`config.mk`:
```
export PLATFORM = sky130hd
export DESIGN_NAME = reg_file_ser_master_flat
export DESIGN_NICKNAME = d
export VERILOG_FILES = /design/src/rtl/reg_file_ser_master_if.sv /design/src/rtl/reg_file_ser_master.sv /design/src/flat_wrapper.sv
export SDC_FILE = /design/constraint.sdc
export NUM_CORES = 1
export LEC_CHECK = 0
export BUFFER_PORTS_ARGS = -buffer_cell sky130_fd_sc_hd__buf_2
export CAP_MARGIN = 20
export CORE_AREA = 2 2 68 70
export DETAILED_ROUTE_END_ITERATION = 10
export DIE_AREA = 0 0 70 72
export PLACE_DENSITY = 0.77
export SLEW_MARGIN = 20
export SYNTH_ARGS = -nofsm -noshare
export SYNTH_HDL_FRONTEND = slang
export SYNTH_SLANG_ARGS = --single-unit
```
`constraint.sdc`:
```
create_clock -name CLK -period 4.03 [get_ports CLK]
set_clock_uncertainty 0.15 [all_clocks]
set_input_delay 0 -clock CLK [delete_from_list [all_inputs] [get_ports CLK]]
set_output_delay 0 -clock CLK [all_outputs]
set_load 0.005 [all_outputs]
```
`src/rtl/reg_file_ser_master_if.sv`:
```
// Request/response handshake and serial-line bundle for the register-file
// serialiser. "master" is the serialiser side, "slave" is the peer that
// issues requests and returns DOUT.
interface reg_file_ser_master_if #(
  parameter int ADDR_WIDTH = 8,
  parameter int DATA_WIDTH = 8
);
  logic                  REQ_VALID;
  logic                  REQ_READY;
  logic                  REQ_WRITE;
  logic [ADDR_WIDTH-1:0] REQ_ADDR;
  logic [DATA_WIDTH-1:0] REQ_WDATA;
  logic                  RSP_VALID;
  logic [DATA_WIDTH-1:0] RSP_RDATA;
  logic                  BUSY;
  logic                  WR_EN;
  logic                  RD_EN;
  logic                  DIN;
  logic                  DOUT;

  modport master (
    input  REQ_VALID, REQ_WRITE, REQ_ADDR, REQ_WDATA, DOUT,
    output REQ_READY, RSP_VALID, RSP_RDATA, BUSY, WR_EN, RD_EN, DIN
  );

  modport slave (
    output REQ_VALID, REQ_WRITE, REQ_ADDR, REQ_WDATA, DOUT,
    input  REQ_READY, RSP_VALID, RSP_RDATA, BUSY, WR_EN, RD_EN, DIN
  );
endinterface

```
`src/rtl/reg_file_ser_master.sv`:
```
// Register-file serialiser: accepts one parallel request, emits a start
// strobe, shifts address (and write data) MSB-first onto DIN, collects the
// read word from DOUT and returns a one-cycle response.
module reg_file_ser_master #(
  parameter int ADDR_WIDTH = 8,
  parameter int DATA_WIDTH = 8,
  parameter int RD_TURN    = 1,
  parameter int GAP        = 1
) (
  input  logic                  CLK,
  input  logic                  RSTN,
  reg_file_ser_master_if.master bus
);

  localparam int MAXW = (ADDR_WIDTH > DATA_WIDTH) ? ADDR_WIDTH : DATA_WIDTH;
  localparam int CW   = ($clog2(MAXW + 1) > 4) ? $clog2(MAXW + 1) : 4;
  localparam int FW   = ADDR_WIDTH + DATA_WIDTH;

  localparam logic [2:0] S_IDLE  = 3'd0;
  localparam logic [2:0] S_STRB  = 3'd1;
  localparam logic [2:0] S_ADDR  = 3'd2;
  localparam logic [2:0] S_WDATA = 3'd3;
  localparam logic [2:0] S_TURN  = 3'd4;
  localparam logic [2:0] S_RDATA = 3'd5;
  localparam logic [2:0] S_DONE  = 3'd6;
  localparam logic [2:0] S_GAP   = 3'd7;

  // Last counter value in each multi-cycle state.
  localparam logic [CW-1:0] A_LAST = CW'(ADDR_WIDTH - 1);
  localparam logic [CW-1:0] D_LAST = CW'(DATA_WIDTH - 1);
  localparam logic [CW-1:0] T_LAST = CW'((RD_TURN > 0) ? RD_TURN - 1 : 0);
  localparam logic [CW-1:0] G_LAST = CW'((GAP > 0) ? GAP - 1 : 0);

  logic [2:0]            state_q, state_d;
  logic [CW-1:0]         cnt_q, cnt_d;
  logic [FW-1:0]         frame_q, frame_d;   // {addr, wdata}, shifted out MSB-first
  logic [DATA_WIDTH-1:0] rsh_q, rsh_d;       // DOUT collector
  logic [DATA_WIDTH-1:0] rdata_q, rdata_d;   // response word, held between DONEs
  logic                  wr_q, wr_d;
  logic                  init_q;             // keeps READY low until first edge after reset
  logic                  ready;

  assign ready = init_q && (state_q == S_IDLE);

  // Next-state and datapath: counter restarts at every state entry.
  always_comb begin
    state_d = state_q;
    cnt_d   = cnt_q + 1'b1;
    frame_d = frame_q;
    rsh_d   = rsh_q;
    rdata_d = rdata_q;
    wr_d    = wr_q;
    case (state_q)
      S_IDLE: begin
        cnt_d = '0;
        if (bus.REQ_VALID && ready) begin
          wr_d    = bus.REQ_WRITE;
          frame_d = {bus.REQ_ADDR, bus.REQ_WDATA};
          state_d = S_STRB;
        end
      end
      S_STRB: begin
        cnt_d   = '0;
        state_d = S_ADDR;
      end
      S_ADDR: begin
        frame_d = frame_q << 1;
        if (cnt_q == A_LAST) begin
          cnt_d = '0;
          if (wr_q)             state_d = S_WDATA;
          else if (RD_TURN > 0) state_d = S_TURN;
          else                  state_d = S_RDATA;
        end
      end
      S_WDATA: begin
        frame_d = frame_q << 1;
        if (cnt_q == D_LAST) begin
          cnt_d   = '0;
          rdata_d = '0;
          state_d = S_DONE;
        end
      end
      S_TURN: begin
        if (cnt_q == T_LAST) begin
          cnt_d   = '0;
          state_d = S_RDATA;
        end
      end
      S_RDATA: begin
        rsh_d = DATA_WIDTH'({rsh_q, bus.DOUT});
        if (cnt_q == D_LAST) begin
          cnt_d   = '0;
          rdata_d = rsh_d;
          state_d = S_DONE;
        end
      end
      S_DONE: begin
        cnt_d   = '0;
        state_d = (GAP > 0) ? S_GAP : S_IDLE;
      end
      S_GAP: begin
        if (cnt_q == G_LAST) begin
          cnt_d   = '0;
          state_d = S_IDLE;
        end
      end
      default: begin
        cnt_d   = '0;
        state_d = S_IDLE;
      end
    endcase
  end

  // State registers; reset abandons any frame in flight.
  always_ff @(posedge CLK or negedge RSTN) begin
    if (!RSTN) begin
      state_q <= S_IDLE;
      cnt_q   <= '0;
      frame_q <= '0;
      rsh_q   <= '0;
      rdata_q <= '0;
      wr_q    <= 1'b0;
      init_q  <= 1'b0;
    end else begin
      state_q <= state_d;
      cnt_q   <= cnt_d;
      frame_q <= frame_d;
      rsh_q   <= rsh_d;
      rdata_q <= rdata_d;
      wr_q    <= wr_d;
      init_q  <= 1'b1;
    end
  end

  // Outputs decode straight from registered state so reset clears them at once.
  assign bus.REQ_READY = ready;
  assign bus.BUSY      = (state_q != S_IDLE);
  assign bus.WR_EN     = (state_q == S_STRB) &&  wr_q;
  assign bus.RD_EN     = (state_q == S_STRB) && !wr_q;
  assign bus.DIN       = ((state_q == S_ADDR) || (state_q == S_WDATA)) ? frame_q[FW-1] : 1'b0;
  assign bus.RSP_VALID = (state_q == S_DONE);
  assign bus.RSP_RDATA = rdata_q;

endmodule
```
`src/flat_wrapper.sv`:
```
// flat-port wrapper written by rule: the top's interface ports become plain ports
module reg_file_ser_master_flat 
#(
  parameter int ADDR_WIDTH = 8,
  parameter int DATA_WIDTH = 8,
  parameter int RD_TURN    = 1,
  parameter int GAP        = 1
)
  (CLK, RSTN, bus_REQ_VALID, bus_REQ_WRITE, bus_REQ_ADDR, bus_REQ_WDATA, bus_DOUT, bus_REQ_READY, bus_RSP_VALID, bus_RSP_RDATA, bus_BUSY, bus_WR_EN, bus_RD_EN, bus_DIN);
  reg_file_ser_master_if #(.ADDR_WIDTH(ADDR_WIDTH), .DATA_WIDTH(DATA_WIDTH)) bus_i ();
  input  logic CLK;
  input  logic RSTN;
  input wire logic [$bits(bus_i.REQ_VALID)-1:0] bus_REQ_VALID;
  input wire logic [$bits(bus_i.REQ_WRITE)-1:0] bus_REQ_WRITE;
  input wire logic [$bits(bus_i.REQ_ADDR)-1:0] bus_REQ_ADDR;
  input wire logic [$bits(bus_i.REQ_WDATA)-1:0] bus_REQ_WDATA;
  input wire logic [$bits(bus_i.DOUT)-1:0] bus_DOUT;
  output wire logic [$bits(bus_i.REQ_READY)-1:0] bus_REQ_READY;
  output wire logic [$bits(bus_i.RSP_VALID)-1:0] bus_RSP_VALID;
  output wire logic [$bits(bus_i.RSP_RDATA)-1:0] bus_RSP_RDATA;
  output wire logic [$bits(bus_i.BUSY)-1:0] bus_BUSY;
  output wire logic [$bits(bus_i.WR_EN)-1:0] bus_WR_EN;
  output wire logic [$bits(bus_i.RD_EN)-1:0] bus_RD_EN;
  output wire logic [$bits(bus_i.DIN)-1:0] bus_DIN;
  assign bus_i.REQ_VALID = bus_REQ_VALID;
  assign bus_i.REQ_WRITE = bus_REQ_WRITE;
  assign bus_i.REQ_ADDR = bus_REQ_ADDR;
  assign bus_i.REQ_WDATA = bus_REQ_WDATA;
  assign bus_i.DOUT = bus_DOUT;
  assign bus_REQ_READY = bus_i.REQ_READY;
  assign bus_RSP_VALID = bus_i.RSP_VALID;
  assign bus_RSP_RDATA = bus_i.RSP_RDATA;
  assign bus_BUSY = bus_i.BUSY;
  assign bus_WR_EN = bus_i.WR_EN;
  assign bus_RD_EN = bus_i.RD_EN;
  assign bus_DIN = bus_i.DIN;
  reg_file_ser_master #(.ADDR_WIDTH(ADDR_WIDTH), .DATA_WIDTH(DATA_WIDTH), .RD_TURN(RD_TURN), .GAP(GAP)) u_core (.CLK(CLK), .RSTN(RSTN), .bus(bus_i));
endmodule
```
==> summary.md <==
| Metric | Value |
|---|---|
| Status | finished clean |
| Vias in the first global route | 1502 |
| Largest cells by area after synthesis | dfrtp_1 51%, a221o_1 7.6%, and2_1 5.1% |
| Clock transition at path regs | 0.08 ns |
| Initial antenna violation count | 0 |
| Crit start category | flop |
| Highest clock rate | 393 MHz |
| RSZ-0062 raised after global routing | no |
| Hold Path Class | primary input to flop |
| Insertion delay to the later sink of the worst-skew pair | 0.30 ns |
| Crit path max-delay cell type | nor4b_4 |
| Area growth from synthesis to final layout | 24.6% |
| Remaining antenna violation count | 0 |
| Critical-path cell list | nor4b_4 > nand3_1 > dlygate4sd3_1 > a21oi_1 |
| Synth warn | 0 |
| Routability cong. | 0.847 |
| Synth area leader | dfrtp_1 |
| Sequential share of power | 45.1% |
| Static leakage power | 1.20 nW |
| Sequential share of the synthesized area | 50.8% |
| Remaining global-route overflow | 0 |
| DRT Wirelength | 3970 µm |
| Net Sw Frac | 34.8% |
| Post-synthesis average cell area | 11.5 µm² |
| Endpoints failing setup | 0 |
| Combinational power share | 34.2% |
| Final Net Count | 243 |
| Row count | 24 |
| Residual DRC | 0 |
| Htree depth | 2 |
| Detailed-route vias per instance | 5.61 |
| Synth Register Bits | 40 |
| Fin Hold WS | 0.0917 ns |
| P_sw | 0.568 mW |
| Chip width | 70 µm |
| Slew Viols, Final | 0 |
| DIE AREA | 5040 µm² |
| CTS root buffer | clkbuf_8 |
| Worst path arrival time | 2.62 ns |
| Antenna Cells | 0 |
| Post-Syn Nets | 194 |
| Crit Path Class | flop to flop |
| Fraction of the cycle the final worst path needs | 63.1% |
| WP data required | 4.11 ns |
| Slew @ Worst Pin | 0.896 ns |
| First-pass GRT wire length | 6800 µm |
| Distinct cells, synth | 41 |
| Max cap viols | 0 |
| Layout Utilization | 57.6% |
| Rel. slew slack | 40.0% |
| Clock Sinks | 40 |
| Io pins | 35 |
| Crit path max-delay family | simple AND/OR/NAND/NOR gates |
| WL per Instance | 14.5 µm |
| Critical Path Sink Type | flop |
| Total GRT Usage | 17.0% |
| Hpwl dp | 2370 µm |
| Die height | 72 µm |
| Post-synth top area share | 50.8% |
| Pint | 1.06 mW |
| PD cells | 663 nW/µm² |
| Clock network fraction of total power | 20.6% |
| Peak supply drop | 0.307 mV |
| IO buf count | 34 |
| WP buf/inv | 1 |
| Hold Vio Cnt, Final | 0 |
| Mapped cell area | 1970 µm² |
| Post-Synthesis Cells | 171 |
| Layout cells sized above 1 | 25.3% |
| Final critical-path required period | 2.54 ns |
| Pre-Repair DR Iteration Count | 4 |
| Initial DRC count | 100 |
| CP max stage delay | 0.89 ns |
| Post-CTS setup buffers | 0 |
| Setup TNS | 0 ns |
| Post-cts resize count | 0 |
| CTS tree | done |
| Buffer levels on the longest clock path | 2 |
| CTS buffer count | 5 |
| Largest net degree at the start of global routing | 41 |
| Total vias in the final route | 1531 |
| Starting Density | 46.2% |
| Critical path peak fanout | 19 |
| Core ar. | 4260 µm² |
==> flip-flops by register name (all words and copies together) (netlist names) <==
signal and count:
u_core.bus.RSP_RDATA 8, u_core.cnt_q 4, u_core.frame_q 16, u_core.init_q 1, u_core.rsh_q 7, u_core.state_q 3, u_core.wr_q 1
==> routing by layer <==
metal | track usage [%] | vias to the layer above | wire length (µm)
met5 | 0 | - | 0
met4 | 7.48 | 0 | 82
met3 | 4.86 | 8 | 184
li1 | - | 740 | -
met1 | 22.3 | 745 | 1820
met2 | 26.7 | 38 | 1880
==> final cells by class <==
class / count / area [µm²]
inverters: 3 / 11.3
clock inverters: 3 / 46.3
flip-flops and latches: 40 / 1000
fillers: 356 / 1810
clock buffers: 5 / 68.8
repair buffers: 55 / 378
multi-input cells: 115 / 887
well taps: 52 / 65.1
==> cells by family (layout without fill, tap and decap cells) <==
| logic type | after synthesis | after routing | synth area share (%) |
|---|---|---|---|
| xor gates and xnor gates | 2 | 2 | 0.888 |
| buffers and inverters | 16 | 66 | 4.25 |
| muxes | 8 | 8 | 4.57 |
| DFF | 40 | 40 | 50.8 |
| and+or+nand+nor | 62 | 62 | 20.9 |
| AOI/OAI and AO/OA | 40 | 40 | 17.1 |
| other | 1 | 1 | 0.190 |
| adders and majority gates | 2 | 2 | 1.27 |
==> what timing repair did <==
item | in CTS | in global routing
hold buffers | 20 | 0
setup endpoints to repair | 0 | 0
hold endpoints to repair | 59 | 0
==> path summary, 6_finish.rpt <==
kind | from | end | slack [ns] | cells past startpoint
setup / recovery | u_core.state_q[0] | u_core.frame_q[0] | 1.49 | 4
hold / removal | bus_REQ_VALID | u_core.frame_q[0] | 0.09 | 3
setup reg to reg | u_core.state_q[0] | u_core.frame_q[0] | 1.49 | 4
hold reg to reg | u_core.cnt_q[0] | u_core.cnt_q[0] | 0.34 | 1
max in group asynchronous | RSTN | u_core.state_q[0] | 2.99 | 2
min in group asynchronous | RSTN | u_core.state_q[1] | 0.19 | 2
==> worst register-to-register path, stage by stage, from the launching register on <==
cell and delay, ns:
dfrtp_1 0.57, nor4b_4 0.89, nand3_1 0.14, dlygate4sd3_1 0.59
a21oi_1 0.13
==> layout by cell type, fill, tap and decap left out, drive strengths merged, types with 2 or more instances in the layout <==
| master | n |
|---|---|
| a21oi | 2 |
| a221o | 15 |
| a22o | 8 |
| a31oi | 5 |
| and2 | 16 |
| and3 | 15 |
| buf | 35 |
| clkbuf | 5 |
| dfrtp | 40 |
| dlygate4sd3 | 20 |
| ha | 2 |
| inv | 4 |
| mux2 | 8 |
| nand2 | 3 |
| nand2b | 3 |
| nand3 | 4 |
| nand3b | 2 |
| nand4 | 3 |
| nor2 | 5 |
| nor2b | 2 |
| nor4b | 2 |
| nor4bb | 3 |
| o211ai | 3 |
| or3 | 2 |
==> power groups by stage <==
stage               combinational (mW)  clock, mW  sequential [mW]
floorplan                        0.492          0            0.660
global route                     0.623      0.359            0.766
detailed placement               0.548          0            0.740
CTS                              0.562      0.343            0.736
finish                           0.558      0.337            0.735
global placement                 0.534          0            0.736
==> synthesized netlist by cell type <==
master     instances
buf_2              4
o211ai_1           3
nand4_1            3
inv_1              3
a21oi_1            2
nand2_4            1
or3_1              2
ha_1               2
and2_1            16
xnor2_1            1
conb_1             1
and3_1            15
a21o_1             1
dfrtp_1           40
nor4bb_1           3
mux2_2             8
a21bo_2            1
and3b_1            1
a221o_1           15
a32oi_1            1
nand3b_2           1
nand2_1            2
o22ai_1            1
clkbuf_1           5
buf_4              1
buf_6              2
nor4b_4            1
nor4b_1            1
nor2_1             5
nand3b_1           1
a22o_1             8
nor2b_1            2
o21bai_1           1
a2bb2oi_1          1
xor2_1             1
o21ai_0            1
nand3_1            4
buf_1              1
or3b_2             1
nand2b_1           3
a31oi_1            5
==> metrics by stage <==
stage	instances	total power, mW	area, µm²	setup WS [ns]
finish	273	1.63	2460	1.49
global route	273	1.75	2460	1.27
CTS	273	1.64	2460	1.52
detailed placement	245	1.29	2140	1.75
global placement	245	1.27	2140	1.83
floorplan	171	1.15	1970	2.29
No activity file was read; power rests on OpenSTA's default activity.
